## src/rtl/sobel_pkg.sv

```systemverilog
// Shared definitions for the Sobel front end.
//   lb_state_e  : sequencing state of line_buffer_ctrl
//   DEF_WIDTH   : default active pixels per line
//   DEF_HEIGHT  : default active lines per frame
//   cnt_width() : bits needed to hold a count of 0..n
package sobel_pkg;

  typedef enum logic [1:0] {
    ST_IDLE   = 2'd0,
    ST_ACTIVE = 2'd1,
    ST_FLUSH  = 2'd2
  } lb_state_e;

  localparam int DEF_WIDTH  = 10;
  localparam int DEF_HEIGHT = 5;

  function automatic int cnt_width(input int n);
    return (n < 2) ? 1 : $clog2(n + 1);
  endfunction

endpackage

```

## src/rtl/line_buffer_ctrl_pos_counter.sv

```systemverilog
// pos_counter: raster position counter (column wraps at WIDTH, row counts up).
// Ports:
//   clk_i   : clock, rising edge
//   rst_ni  : synchronous reset, active-low
//   clr_i   : return to position 0; with inc_i the counted item becomes
//             position 0, so the counter lands on position 1
//   inc_i   : advance one position
//   col_o   : current column
//   row_o   : current row (not wrapped; may run past LAST_ROW)
//   term_o  : current position is (LAST_ROW, WIDTH-1)
module pos_counter #(
  parameter int WIDTH    = 10,
  parameter int LAST_ROW = 4,
  parameter int CW       = 10,
  parameter int RW       = 10
) (
  input  logic          clk_i,
  input  logic          rst_ni,
  input  logic          clr_i,
  input  logic          inc_i,
  output logic [CW-1:0] col_o,
  output logic [RW-1:0] row_o,
  output logic          term_o
);

  localparam logic [CW-1:0] COL_LAST = CW'(WIDTH - 1);
  localparam logic [RW-1:0] ROW_LAST = RW'(LAST_ROW);

  logic [CW-1:0] col_q, col_d;
  logic [RW-1:0] row_q, row_d;

  always_comb begin
    col_d = col_q;
    row_d = row_q;
    if (clr_i) begin
      col_d = inc_i ? CW'(1) : '0;
      row_d = '0;
    end else if (inc_i) begin
      if (col_q == COL_LAST) begin
        col_d = '0;
        row_d = row_q + 1'b1;
      end else begin
        col_d = col_q + 1'b1;
      end
    end
  end

  always_ff @(posedge clk_i) begin
    if (!rst_ni) begin
      col_q <= '0;
      row_q <= '0;
    end else begin
      col_q <= col_d;
      row_q <= row_d;
    end
  end

  assign col_o  = col_q;
  assign row_o  = row_q;
  assign term_o = (col_q == COL_LAST) && (row_q == ROW_LAST);

endmodule

```

## src/rtl/line_buffer_ctrl.sv

```systemverilog
// line_buffer_ctrl: sequencer for the 3x3 line buffer feeding the Sobel kernel.
// Tracks vsync/de, drives the buffer shift/pad controls, appends WIDTH+1 pad
// shifts at end of frame so the last row drains, and tags each valid window
// centre with its position and the image borders it touches.
// Ports:
//   clk, rst (sync, active-low)      : clock / reset
//   vsync, hsync, de                 : input video timing (hsync monitored only)
//   lb_shift, lb_pad                 : combinational line-buffer controls
//   win_valid, win_col, win_row      : registered window-centre qualifier/position
//   bord_top/bot/left/right          : registered border flags of the centre
//   frame_done                       : registered pulse with the last centre
//   err                              : registered one-cycle timing-violation pulse
module line_buffer_ctrl
  import sobel_pkg::*;
#(
  parameter int WIDTH  = DEF_WIDTH,
  parameter int HEIGHT = DEF_HEIGHT,
  parameter int CW     = 10,
  parameter int RW     = 10
) (
  input  logic          clk,
  input  logic          rst,
  input  logic          vsync,
  input  logic          hsync,
  input  logic          de,
  output logic          lb_shift,
  output logic          lb_pad,
  output logic          win_valid,
  output logic [CW-1:0] win_col,
  output logic [RW-1:0] win_row,
  output logic          bord_top,
  output logic          bord_bot,
  output logic          bord_left,
  output logic          bord_right,
  output logic          frame_done,
  output logic          err
);

  localparam int              RUN_W    = cnt_width(WIDTH) + 1;
  localparam logic [RUN_W-1:0] RUN_LINE = RUN_W'(WIDTH);
  localparam logic [CW-1:0]   COL_LAST = CW'(WIDTH - 1);
  localparam logic [RW-1:0]   ROW_LAST = RW'(HEIGHT - 1);

  lb_state_e        state_q;
  logic [RUN_W-1:0] run_q, run_d;

  logic          win_valid_q, frame_done_q, err_q;
  logic [CW-1:0] win_col_q;
  logic [RW-1:0] win_row_q;
  logic          top_q, bot_q, left_q, right_q;

  logic [CW-1:0] in_col, c_col;
  logic [RW-1:0] in_row, c_row;
  logic          in_term, c_term;

  logic vs_abort, acc_cyc, flush_cyc, cnt_clr, past_lag, produce;
  logic run_bad, err_d;

  logic unused_hsync;
  assign unused_hsync = hsync;

  function automatic logic [RUN_W-1:0] sat_inc(input logic [RUN_W-1:0] v);
    return (&v) ? v : v + 1'b1;
  endfunction

  // vsync outside IDLE restarts the frame in the same cycle, so a coincident
  // de pixel is accepted as pixel 0 of the new frame rather than padded.
  assign vs_abort  = vsync && (state_q != ST_IDLE);
  assign acc_cyc   = (state_q == ST_ACTIVE) || vs_abort;
  assign flush_cyc = (state_q == ST_FLUSH) && !vsync;

  assign lb_shift = (acc_cyc && de) || flush_cyc;
  assign lb_pad   = flush_cyc;

  // Counters sit at 0 throughout IDLE so the next frame starts clean.
  assign cnt_clr = vs_abort || (state_q == ST_IDLE);

  // Shifted item index >= WIDTH+1: the window centre is a real pixel.
  assign past_lag = (in_row > RW'(1)) || ((in_row == RW'(1)) && (in_col != '0));
  assign produce  = lb_shift && !vs_abort && past_lag;

  pos_counter #(
    .WIDTH(WIDTH), .LAST_ROW(HEIGHT - 1), .CW(CW), .RW(RW)
  ) u_in_pos (
    .clk_i (clk),
    .rst_ni(rst),
    .clr_i (cnt_clr),
    .inc_i (lb_shift),
    .col_o (in_col),
    .row_o (in_row),
    .term_o(in_term)
  );

  pos_counter #(
    .WIDTH(WIDTH), .LAST_ROW(HEIGHT - 1), .CW(CW), .RW(RW)
  ) u_ctr_pos (
    .clk_i (clk),
    .rst_ni(rst),
    .clr_i (cnt_clr),
    .inc_i (produce),
    .col_o (c_col),
    .row_o (c_row),
    .term_o(c_term)
  );

  // Run length of de accepted as frame pixels; de seen in FLUSH or IDLE
  // neither extends nor starts a run.
  always_comb begin
    run_d = run_q;
    if (!de) begin
      run_d = '0;
    end else if (vs_abort) begin
      run_d = RUN_W'(1);
    end else if (acc_cyc) begin
      run_d = sat_inc(run_q);
    end
  end

  assign run_bad = !de && (run_q != '0) && (run_q != RUN_LINE);
  assign err_d   = vs_abort || (flush_cyc && de) || run_bad;

  always_ff @(posedge clk) begin
    if (!rst) begin
      state_q      <= ST_IDLE;
      run_q        <= '0;
      win_valid_q  <= 1'b0;
      frame_done_q <= 1'b0;
      err_q        <= 1'b0;
      win_col_q    <= '0;
      win_row_q    <= '0;
      top_q        <= 1'b0;
      bot_q        <= 1'b0;
      left_q       <= 1'b0;
      right_q      <= 1'b0;
    end else begin
      run_q        <= run_d;
      err_q        <= err_d;
      win_valid_q  <= produce;
      frame_done_q <= produce && c_term;
      if (produce) begin
        win_col_q <= c_col;
        win_row_q <= c_row;
        top_q     <= (c_row == '0);
        bot_q     <= (c_row == ROW_LAST);
        left_q    <= (c_col == '0);
        right_q   <= (c_col == COL_LAST);
      end
      case (state_q)
        ST_IDLE: begin
          if (vsync) state_q <= ST_ACTIVE;
        end
        ST_ACTIVE: begin
          if (!vsync && de && in_term) state_q <= ST_FLUSH;
        end
        ST_FLUSH: begin
          // The last pad shift is the one that produces the final centre.
          if (vsync)       state_q <= ST_ACTIVE;
          else if (c_term) state_q <= ST_IDLE;
        end
        default: state_q <= ST_IDLE;
      endcase
    end
  end

  assign win_valid  = win_valid_q;
  assign win_col    = win_col_q;
  assign win_row    = win_row_q;
  assign bord_top   = top_q;
  assign bord_bot   = bot_q;
  assign bord_left  = left_q;
  assign bord_right = right_q;
  assign frame_done = frame_done_q;
  assign err        = err_q;

endmodule

```

## config.mk

```make
export PLATFORM = sky130hd
export DESIGN_NAME = line_buffer_ctrl
export DESIGN_NICKNAME = d
export VERILOG_FILES = /design/src/rtl/sobel_pkg.sv /design/src/rtl/line_buffer_ctrl_pos_counter.sv /design/src/rtl/line_buffer_ctrl.sv
export SDC_FILE = /design/constraint.sdc
export NUM_CORES = 1
export LEC_CHECK = 0
export ABC_AREA = 1
export CORE_ASPECT_RATIO = 0.9
export CORE_UTILIZATION = 53
export DETAILED_ROUTE_END_ITERATION = 10
export PLACE_DENSITY = 0.84
export SETUP_SLACK_MARGIN = 0.1
export SYNTH_ARGS = -nofsm -noshare
export SYNTH_HDL_FRONTEND = slang
export SYNTH_HIERARCHICAL = 1
export SYNTH_SLANG_ARGS = --single-unit
export TNS_END_PERCENT = 10
```

## constraint.sdc

```tcl
create_clock -name clk -period 2.31 [get_ports clk]
set_input_delay 0.231 -clock clk [delete_from_list [all_inputs] [get_ports clk]]
set_output_delay 0.231 -clock clk [all_outputs]
set_load 0.02 [all_outputs]
```

Word level (Yosys, flattened, before mapping)
Cells that the tools add are included.
{ "op_classes": {"mux": 16, "n_eq_ne": 12, "bitwise": 3, "magnitude_cmp": 1, "n_reduce_logical": 41, "n_addsub": 5} }
{ "op_table": {"columns": ["operator", "count"], "rows": [
  ["two-way mux 10 bit", 6],
  ["adder 10 x 1 -> 10 bit, second input constant", 4],
  ["== test 10 x 3 -> 1 bit, second input constant", 2],
  ["== test 10 x 4 -> 1 bit, second input constant", 2],
  ["logical NOT 10 bit", 2],
  ["logical AND 1 bit", 14],
  ["== test 10 x 1 -> 1 bit, second input constant", 1],
  ["> comparator 10 x 1 -> 1 bit, second input constant", 1],
  ["AND reduction 2 bit", 5],
  ["nonzero test 10 bit", 1],
  ["two-way mux 2 bit", 4],
  ["nonzero test 2 bit", 4],
  ["logical OR 1 bit", 6],
  ["case mux 2 bit (3 select lines)", 1],
  ["adder 5 x 1 -> 5 bit, second input constant", 1],
  ["two-way mux 1 bit", 5],
  ["!= test 5 x 4 -> 1 bit, second input constant", 1],
  ["AND reduction 5 bit", 1],
  ["nonzero test 5 bit", 1],
  ["!= test 2 bit, second input constant", 2],
  ["logical NOT 1 bit", 3],
  ["!= test 3 bit, second input constant", 1],
  ["NOT 1 bit", 3],
  ["AND reduction 3 bit", 1],
  ["other kinds (6)", 6]
]} }
{ "totals": {"input_bits": 5, "out_inout_bits": 29, "ff_bits": 74} }

Logic depth before layout (Yosys ltp)
Gate-level depths: netlist of the first run.
{ "depth": {"ltp_word": 9, "depth_mapped": 14} }

By module
Netlist of the first run, hierarchy kept.
{ "modules_own_cells": {"columns": ["module", "cells_per_inst", "instances", "area_each_um2"], "rows": [
  ["pos_counter", 176, 2, 1159.9],
  ["line_buffer_ctrl", 263, 1, 1715.4]
]} }

Worst setup path after synthesis of the first run
OpenSTA, ideal clock, no wires.
{ "synth_timing": {"path_type": "flip-flop to flip-flop", "startpoint": "register u_in_pos.row_q[8], in the netlist u_in_pos/row_o[8]", "endpoint": "register u_ctr_pos.col_q[6], in the netlist u_ctr_pos/col_o[6]", "period_less_slack_ns": 1.836, "required_ns": 2.194, "arrival_ns": 1.720, "stages_incl_launch_ff": 12, "path_slack_ns": 0.474, "setup_time_ns": 0.116, "n_path_buf": 1, "path_cell_list": "dfxtp_1 or2_0 nor3_1 nand2_1 buf_2 nand2_1 inv_2 nor2_2 nor2_1 nand2_1 xor2_1 nor2_1"} }
{ "synth_via": {"elab_chain_len": 5} }
{ "synth_lines": {"columns": ["item", "line_no", "text"], "rows": [
  ["start: declaration", "line_buffer_ctrl_pos_counter.sv:30", "logic [RW-1:0] row_q, row_d;"],
  ["start signal: assignment", "line_buffer_ctrl_pos_counter.sv:54", "row_q <= row_d;"],
  ["branches (longest 2 deep; another with > comparator 10 x 1 -> 1 bit)", null, null],
  ["logical OR 1 bit *", "line_buffer_ctrl.sv:79", "assign past_lag = (in_row > RW'(1)) || ((in_row == RW'(1)) && (in_col != '0));"],
  ["logical AND 1 bit *", "line_buffer_ctrl.sv:80", "assign produce = lb_shift && !vs_abort && past_lag;"],
  ["via produce", "line_buffer_ctrl.sv:56", "logic vs_abort, acc_cyc, flush_cyc, cnt_clr, past_lag, produce;"],
  ["nonzero test 2 bit (no source line) *", null, null],
  ["end signal: assignment", "line_buffer_ctrl_pos_counter.sv:53", "col_q <= col_d;"],
  ["end: declaration", "line_buffer_ctrl_pos_counter.sv:29", "logic [CW-1:0] col_q, col_d;"]
]} }
Mark *: on every way through the listed nets, which the timed path passes.
A chain may end at the register's enable or synchronous reset.

Worst setup path after layout of the first run
{ "layout_timing": {"startpoint": "input vsync", "endpoint": "output lb_shift"} }
{ "layout_via": {"elab_chain_len": 4} }
{ "layout_lines": {"columns": ["item", "line_no", "text"], "rows": [
  ["start: declaration", "line_buffer_ctrl.sv:23", "input logic vsync,"],
  ["logical AND 1 bit", "line_buffer_ctrl.sv:68", "assign vs_abort = vsync && (state_q != ST_IDLE);"],
  ["logical OR 1 bit", "line_buffer_ctrl.sv:69", "assign acc_cyc = (state_q == ST_ACTIVE) || vs_abort;"],
  ["logical AND 1 bit", "line_buffer_ctrl.sv:72", "assign lb_shift = (acc_cyc && de) || flush_cyc;"],
  ["logical OR 1 bit *", "line_buffer_ctrl.sv:72", null],
  ["end: declaration", "line_buffer_ctrl.sv:26", "output logic lb_shift,"]
]} }
Mark *: on every way between the ends. The rest lies on a longest branch, timed or not.

==> results of run 1 <==
## placed cells by master, fill, tap and decap left out, drive strengths merged
cell type | netlist | final
or2 | 1 | 1
and3 | 1 | 1
nor4 | 2 | 2
a21oi | 59 | 59
nand4 | 12 | 12
clkdlybuf4s50 | 0 | 32
nor3 | 7 | 7
o21ai | 21 | 21
clkinvlp | 0 | 1
nand3b | 2 | 2
buf | 10 | 6
o21bai | 6 | 6
o31ai | 2 | 2
xor2 | 10 | 10
o22ai | 2 | 2
bufinv | 0 | 2
dfxtp | 74 | 74
nand3 | 57 | 57
clkbuf | 5 | 11
inv | 83 | 83
ha | 12 | 12
nand2 | 151 | 151
clkinv | 2 | 4
nor2 | 94 | 94
xnor2 | 2 | 2
## per-layer routing
layer / global-route usage (%) / vias to the layer above / routed length (um)
met5: 0 / - / 0
met4: 6.993 / 0 / 149
met2: 40.48 / 78 / 4219
li1: - / 2023 / -
met1: 28.60 / 1806 / 3906
met3: 5.978 / 17 / 362
## cells by family after synthesis
kind of cell	Yosys count	share of synthesized area [%]
flops	74	36.71
buf+inv	100	10.33
simple gates	327	34.64
compound gates	90	12.00
xor+xnor	12	2.605
fa+ha+maj	12	3.721
## final cells by class
class	count	area, sq um
Sequential cell	74	1481
Clock inverter	5	77.57
Fill cell	613	2572
Timing Repair Buffer	38	365.4
Multi-Input combinational cell	441	2145
Inverter	85	321.6
Clock buffer	11	141.4
Tap cell	93	116.4
## path summary, 6_finish.rpt
kind                                                     start                              end  slack, ns  cells past startpoint
worst min-delay path                     bord_top$_SDFFE_PN0P_            bord_top$_SDFFE_PN0P_       0.48                      2
worst max register to register  u_in_pos/row_o[8]$_SDFFE_PP0P_  u_ctr_pos/col_o[5]$_SDFFE_PN0P_       0.44                     10
worst max-delay path                                     vsync                         lb_shift       0.33                      6
worst min register to register           bord_top$_SDFFE_PN0P_            bord_top$_SDFFE_PN0P_       0.48                      2
## critical path, stage by stage
cell	delay, ns
clkdlybuf4s50_1	0.50
inv_2	0.07
nand2_1	0.07
nand3_1	0.14
nand2_1	0.12
clkdlybuf4s50_1	0.61
## sequential cells by signal (all words and copies together) (netlist names), 2 cells and up
register and cells:
u_ctr_pos/row_o 10, run_q 5, state_q 2, win_row 10
u_ctr_pos/col_o 10, win_col 10, u_in_pos/row_o 10, u_in_pos/col_o 10
## power by group through the flow
| stage | combinational, mW | clock (mW) | sequential, mW |
|---|---|---|---|
| after detailed placement | 0.175 | 0 | 1.32 |
| after global placement | 0.171 | 0 | 1.32 |
| after global routing | 0.201 | 1.17 | 1.29 |
| final | 0.176 | 1.10 | 1.29 |
| after floorplan | 0.125 | 0 | 1.32 |
| after CTS | 0.175 | 1.12 | 1.29 |
## through the flow
step	setup WS (ns)	hold WS (ns)
6_report	0.3285	0.4814
5_1_grt	0.2389	0.5107
4_1_cts	0.3260	0.4866
3_5_place_dp	0.1525	0.4675
3_3_place_gp	0.2289	0.4640
2_1_floorplan	0.4744	0.3632
==> flow_summary.toml, run 1 <==
[place]
hpwl_um = 6317
port_buffers = 32
routabilityCongestion = 0.9374
place_inst = 731
dpl_cell_area_sq_mm = 0.004429

[yosys]
synth_most_common_cell = "nand2_1"
yosys_warnings = 6
synth_top_area_share_pct = 36.71
syn_area_sq_mm = 0.004035
synth_edf_count = 0
synth_seq_cells = 74
yosysSeqAreaShare_pct = 36.71
synthTopCellsByCount = "147 x nand2_1, 85 x nor2_1, 79 x inv_1"
netlist_instances = 615
synth-async-reset-ratio_pct = 0
ys_top_cells_by_area = "dfxtp_1 37%, nand2_1 14%, nor2_1 7.9%"
avgSynthCellArea_sq_um = 6.561
synth_area_leader_cell = "dfxtp_1"
ys_dominant_reg_cell = "dfxtp_1"
synth_cell_types = 31
syn_nets = 632

[power_and_ir_drop]
leakagePower_nw = 1.858
power.density_mw_per_mm2 = 552.6
p_switching_mw = 0.5978
power_frac_seq_pct = 50.2
switching_share_pct = 23.27
ir_drop_mv = 0.3591
totalPowerFinal_mw = 2.569
pwr-share-comb_pct = 6.9
power.internal_mw = 1.971
power_frac_clock_pct = 42.9

[global_routing]
grt_max_degree = 49
overflow = 0
grt_pass1_wl_um = 15070
grt_use_total_pct = 23.47
grt_pass1_vias = 3572
antenna_found_initial = 0

[sta]
maxSlewHeadroom_pct = 70.63
rsz0062_at_grt = "false"
max_freq_mhz = 504.7
tightest_slew_ns = 0.4405
setup_viol = 0
timing.final.crit_share_pct = 85.78
slew_violations = 0
fin_skew_ns = 0.008501
min_period_ns = 1.981
finalHoldViolations = 0
fin_setup_tns_ns = 0

[cts]
cts_tree = "yes"
clockBufferDepth = 2
path_clk_slew_ns = 0.07
cts_resized = 0
cts_sinks = 74
cts-htree-levels = 3
insertion_delay_ns = 0.35
cts-root-buf = "clkbuf_8"
cts_setup_buffers = 0
cts_hold_buf = 0
cts_made_buffers = 9

[die]
dieHeight_um = 84.78
rows = 29
dieArea_sq_mm = 0.007967
core-area_sq_mm = 0.007221
die_w_um = 93.98
start_util_pct = 55.88
boundaryPins = 34

[cells_and_area]
final_cells = 747
stdcell_area_sq_mm = 0.004648
areaGrowthSynthToFinish_pct = 15.19
diodes = 0
post-route-util_pct = 64.37
drive_above_1_share_pct = 6.881
final_net_count = 666

[routing]
vias_per_cell = 5.253
drt-initial-drc-count = 271
dr.pass1.iters = 5
wl_per_cell_um = 11.56
routed_wl_um = 8637
vias = 3924
drt.antenna.violating_nets = 0
drc = 0

[run_status]
status = "finished clean"

[critical_path]
cp_max_fo = 5
startpoint_type = "input pin"
critPathKind = "in2out"
end_kind = "output pin"
worstPathArrival_ns = 1.75
required_ns = 2.08

[min_path]
min_path_type = "reg2reg"

[job]
cap_viol_max_count = 0
No activity file was read; power rests on OpenSTA's default activity.
==> run 2, diff against run 1 <==
SETUP_SLACK_MARGIN = 0.2   (was 0.1)
==> results of run 2 <==
No change in the layout: final DEF, timing and power equal those of run 1.
==> run 3, diff against run 2 <==
TNS_END_PERCENT = 20   (was 10)
==> results of run 3 <==
No change in the layout: final DEF, timing and power equal those of run 1.
